### src/rtl/pc_sequencer.sv
// Program-counter / instruction-register sequencer: fetches over a req/ack port,
// holds the word for the decoder, then applies the decoder's next-PC command.
module pc_sequencer #(
    parameter int               PC_W        = 16,
    parameter int               INST_W      = 16,
    parameter int               OFF_W       = 8,
    parameter int               STACK_DEPTH = 4,
    parameter logic [PC_W-1:0]  RESET_VEC   = '0
) (
    input  logic                               clk,
    input  logic                               rst,
    output logic [PC_W-1:0]                    i_addr,
    output logic                               i_req,
    input  logic                               i_ack,
    input  logic [INST_W-1:0]                  i_data,
    output logic [INST_W-1:0]                  ir,
    output logic                               ir_valid,
    input  logic                               exec_done,
    input  logic [2:0]                         cmd,
    input  logic                               cond,
    output logic [PC_W-1:0]                    pc,
    output logic [$clog2(STACK_DEPTH+1)-1:0]   sp,
    output logic                               stack_err,
    output logic [1:0]                         o_dbg_state
);

    localparam int SP_W  = $clog2(STACK_DEPTH + 1);
    localparam int IDX_W = (STACK_DEPTH > 1) ? $clog2(STACK_DEPTH) : 1;
    localparam logic [SP_W-1:0] SP_FULL = SP_W'(STACK_DEPTH);

    localparam logic [2:0] CMD_BR   = 3'b001;
    localparam logic [2:0] CMD_BRC  = 3'b010;
    localparam logic [2:0] CMD_CALL = 3'b011;
    localparam logic [2:0] CMD_RET  = 3'b100;
    localparam logic [2:0] CMD_CLR  = 3'b101;

    typedef enum logic [1:0] {
        S_FETCH = 2'd0,
        S_EXEC  = 2'd1,
        S_ERR   = 2'd2
    } state_t;

    state_t              r_state;
    state_t              w_next_state;
    logic [PC_W-1:0]     r_pc;
    logic [INST_W-1:0]   r_ir;
    logic [SP_W-1:0]     r_sp;
    logic [PC_W-1:0]     r_stack [STACK_DEPTH];

    logic [PC_W-1:0]     w_off;
    logic [PC_W-1:0]     w_tgt;
    logic                w_full;
    logic                w_empty;
    logic [IDX_W-1:0]    w_push_idx;
    logic [IDX_W-1:0]    w_pop_idx;
    logic                w_exec_fire;

    // Handshakes: a fetch completes in any FETCH cycle where i_ack is high (i_req
    // may be acked in the same cycle it rises); an instruction retires in any EXEC
    // cycle where exec_done is high, with cmd/cond sampled on that same edge.
    // Each strobe is ignored outside its own state.
    assign w_off       = PC_W'($signed(r_ir[OFF_W-1:0]));
    // pc already points past the branch, so subtract one to be relative to it.
    assign w_tgt       = r_pc + w_off - PC_W'(1);
    assign w_full      = (r_sp == SP_FULL);
    assign w_empty     = (r_sp == '0);
    assign w_push_idx  = r_sp[IDX_W-1:0];
    assign w_pop_idx   = IDX_W'(r_sp - SP_W'(1));
    assign w_exec_fire = (r_state == S_EXEC) && exec_done;

    assign i_addr      = r_pc;
    assign pc          = r_pc;
    assign ir          = r_ir;
    assign sp          = r_sp;
    assign o_dbg_state = r_state;

    always_ff @(posedge clk or posedge rst) begin
        if (rst) begin
            r_state <= S_FETCH;
        end else begin
            r_state <= w_next_state;
        end
    end

    always_comb begin
        w_next_state = r_state;
        case (r_state)
            S_FETCH: begin
                if (i_ack) begin
                    w_next_state = S_EXEC;
                end
            end
            S_EXEC: begin
                if (exec_done) begin
                    if ((cmd == CMD_CALL && w_full) || (cmd == CMD_RET && w_empty)) begin
                        w_next_state = S_ERR;
                    end else begin
                        w_next_state = S_FETCH;
                    end
                end
            end
            default: w_next_state = S_ERR;
        endcase
    end

    always_comb begin
        i_req     = 1'b0;
        ir_valid  = 1'b0;
        stack_err = 1'b0;
        case (r_state)
            S_FETCH: i_req     = 1'b1;
            S_EXEC:  ir_valid  = 1'b1;
            default: stack_err = 1'b1;
        endcase
    end

    always_ff @(posedge clk or posedge rst) begin
        if (rst) begin
            r_pc <= RESET_VEC;
            r_ir <= '0;
            r_sp <= '0;
        end else if (r_state == S_FETCH) begin
            if (i_ack) begin
                r_ir <= i_data;
                r_pc <= r_pc + PC_W'(1);
            end
        end else if (w_exec_fire) begin
            case (cmd)
                CMD_BR: r_pc <= w_tgt;
                CMD_BRC: begin
                    if (cond) begin
                        r_pc <= w_tgt;
                    end
                end
                CMD_CALL: begin
                    if (!w_full) begin
                        r_sp <= r_sp + SP_W'(1);
                        r_pc <= w_tgt;
                    end
                end
                CMD_RET: begin
                    if (!w_empty) begin
                        r_sp <= r_sp - SP_W'(1);
                        r_pc <= r_stack[w_pop_idx];
                    end
                end
                CMD_CLR: begin
                    r_pc <= RESET_VEC;
                    r_sp <= '0;
                end
                default: ;
            endcase
        end
    end

    // Stack contents are don't-care after reset, so the array carries no reset.
    always_ff @(posedge clk) begin
        if (w_exec_fire && cmd == CMD_CALL && !w_full) begin
            r_stack[w_push_idx] <= r_pc;
        end
    end

endmodule

### config.mk
export PLATFORM = sky130hd
export DESIGN_NAME = pc_sequencer
export DESIGN_NICKNAME = d
export VERILOG_FILES = /design/src/rtl/pc_sequencer.sv
export SDC_FILE = /design/constraint.sdc
export NUM_CORES = 1
export LEC_CHECK = 0
export CORE_MARGIN = 2
export CORE_UTILIZATION = 55
export CTS_BUF_LIST = sky130_fd_sc_hd__clkbuf_4 sky130_fd_sc_hd__clkbuf_8
export CTS_CLUSTER_SIZE = 24
export DETAILED_ROUTE_END_ITERATION = 16
export DONT_BUFFER_PORTS = 1
export GPL_ROUTABILITY_DRIVEN = 0
export PLACE_DENSITY = 0.73
export SLEW_MARGIN = 20
export SYNTH_ARGS = -nofsm -noshare
export SYNTH_HDL_FRONTEND = slang
export SYNTH_SLANG_ARGS = --single-unit
### constraint.sdc
create_clock -name clk -period 2.8 [get_ports clk]
set_clock_uncertainty 0.1 [all_clocks]
set_input_delay 0.56 -clock clk [delete_from_list [all_inputs] [get_ports clk]]
set_output_delay 0.56 -clock clk [all_outputs]
set_load 0.05 [all_outputs]
==> flow_metrics.py <==
metrics = {
    "run_status": {
        "outcome": "complete, no violations",
    },
    "floorplanning": {
        "die_height_um": 105.9,
        "initial_core_util": 0.5612,
        "fp.coreArea_sq_um": 10180,
        "dieArea_sq_um": 11220,
        "pin_count": 80,
        "placementRows": 37,
        "die_w_um": 105.9,
    },
    "yosys": {
        "yosysWarnings": 0,
        "netlist_top_cells_area": "edfxtp_1 (34%), dfrtp_1 (16%), ha_1 (7.9%)",
        "seq_area_frac_synth": 0.4982,
        "syn_nets": 583,
        "yosys.cell_types.count": 66,
        "synth_commonest_cells": "edfxtp_1 (64), inv_1 (64), nand2_1 (52)",
        "synth_seq_cells": 101,
        "synth_cells": 522,
        "synth.top_cell.area_share": 0.3363,
        "synth-edff-count": 64,
        "async_reset_ff_frac": 0.3663,
        "yosysTopAreaCell": "edfxtp_1",
        "synth_flop_cell": "edfxtp_1",
        "syn_area_sq_um": 5715,
        "avgSynthCellArea_sq_um": 10.95,
    },
    "place": {
        "dp_cells": 660,
        "placedInstanceArea_sq_um": 5971,
        "hpwl_um": 9521,
        "numPortBuffers": 0,
    },
    "setup_path": {
        "endpoint_kind": "flop",
        "r2r_slack_ps": 150,
        "cp_data_required_time_ps": 2980,
        "reg2reg_to": "i_addr[12]",
        "r2r_cells": 10,
        "timing.rr.start": "i_addr[2]",
        "path_class": "flop to flop",
        "arrival_ps": 2830,
        "start_kind": "flop",
        "path_max_fanout": 3,
    },
    "global_route": {
        "grt_first_pass_wirelength_um": 21310,
        "track_usage": 0.2477,
        "grt_start_max_net_pins": 38,
        "gr-total-overflow": 0,
        "grt_pass1_vias": 4155,
        "antenna_found_initial": 0,
    },
    "timing": {
        "period_share": 0.9478,
        "tightestPinTransition_ps": 606.3,
        "rsz0062_at_grt": "no",
        "min_period_ps": 2654,
        "hold_viol": 0,
        "setup_viol": 0,
        "fmaxAchievable_mhz": 376.8,
        "relSlewSlack": 0.5927,
        "slew_violations": 0,
        "final.setup.tns_ps": 0,
    },
    "cts": {
        "cts_tree": "done",
        "cts_num_sinks": 101,
        "htreeDepth": 3,
        "clk_latency_ps": 380,
        "cts_buffers": 9,
        "clock_path_buffers": 2,
        "cts_root_buf": "clkbuf_8",
        "clk_pin_slew_ps": 120,
    },
    "finish": {
        "diodes": 0,
        "post_layout_nonfiller_instances": 677,
        "drive_above_1_share": 0.1867,
        "finalNetCount": 597,
        "final_area_sq_um": 6191,
        "utilization": 0.6079,
        "area_growth_pct": 8.319,
    },
    "drt": {
        "drtPass1Iterations": 5,
        "ant_nets": 0,
        "vias_per_cell": 6.062,
        "wirelength_um": 13300,
        "drt_iter0_drc": 416,
        "num_vias": 4104,
        "drc_errors": 0,
        "wire_per_inst_um": 19.65,
    },
    "flow_run": {
        "max_cap_violations": 0,
    },
    "hold_path": {
        "hp-class": "input pin to asynchronous set/reset pin",
    },
}
[logic make-up after synthesis]
| logic type | share of synthesized area |
|---|---|
| AOI/OAI and AO/OA | 0.1486 |
| xor gates and xnor gates | 0.01379 |
| adders and majority gates | 0.08231 |
| muxes | 0.06480 |
| DFF | 0.4982 |
| and+or+nand+nor | 0.1077 |
| buffers and inverters | 0.08450 |
[flip-flops by register name, indices dropped and copies added, names as in the netlist]
signal / count
r_stack: 64
i_addr: 16
ir: 16
sp: 3
o_dbg_state: 2
[repair_timing]
action                                  CTS  global route
resized for setup                         0             3
hold buffers                              0             0
endpoints found under the setup margin    0             2
buffers inserted                          0             1
[worst max-delay path, stage by stage, from the launching register on]
cell	delay [ps]
dfrtp_2	380
inv_1	50
ha_1	320
inv_1	60
ha_1	280
a21o_1	180
and4_1	230
o21ai_0	250
o21ai_0	200
mux2i_1	150
o32a_1	340
[layout by cell type, fill, tap and decap left out, types with 4 or more instances in the layout]
cell,Yosys,final
nor3_1,5,5
nand2b_1,5,5
o21ai_0,32,32
nand3_1,16,16
o211ai_1,4,4
dfrtp_2,0,9
and4_1,4,4
o21ai_1,4,4
buf_4,18,42
nand4_1,4,4
and3_1,4,4
nor2_1,11,11
nand2_1,52,52
edfxtp_1,64,64
and2_2,0,4
inv_1,64,64
a21oi_1,41,41
mux4_2,16,16
xnor2_1,8,8
dfrtp_1,37,28
o21bai_1,4,4
clkbuf_8,0,9
ha_1,36,36
a221oi_1,4,4
a31oi_1,9,9
[through the flow]
step	worst slack (ps)	hold WS, ps
finish	146.1	81.23
global route	10.41	116.6
CTS	92.08	97.96
detailed placement	124.1	409.3
global placement	205.2	391.7
floorplan	6.199	565.4
[final cells by class]
type / instances / area, sq um
Inverter: 65 / 244.0
Multi-Input combinational cell: 317 / 2400
Clock inverter: 7 / 78.83
Sequential cell: 101 / 2859
Timing Repair Buffer: 42 / 315.3
Tap cell: 136 / 170.2
Clock buffer: 9 / 123.9
Fill cell: 864 / 3994
[routing by layer]
metal | share of wire | GRT usage | up-vias | wire length, um
met2 | 0.49 | 0.4129 | 202 | 6572
met1 | 0.40 | 0.3177 | 1977 | 5273
met4 | 0.022 | 0.07989 | 0 | 299
li1 | - | - | 1892 | -
met5 | 0 | 0 | - | 0
met3 | 0.087 | 0.06560 | 33 | 1155
[how the worst max path moves through the flow]
stage	end	slack (ps)	startpoint	cells past startpoint
finish	i_addr[12]	150	i_addr[2]	10
global route	i_addr[11]	10	ir[7]	10
CTS	i_addr[13]	90	i_addr[1]	12
detailed placement	i_addr[13]	120	i_addr[1]	12
global placement	i_addr[13]	210	ir[7]	10
floorplan	i_addr[5]	6	sp[0]	10
Power is left out: the tool's default activity adds up to more than one toggle a clock period on the data nets, which glitch-free logic cannot reach.
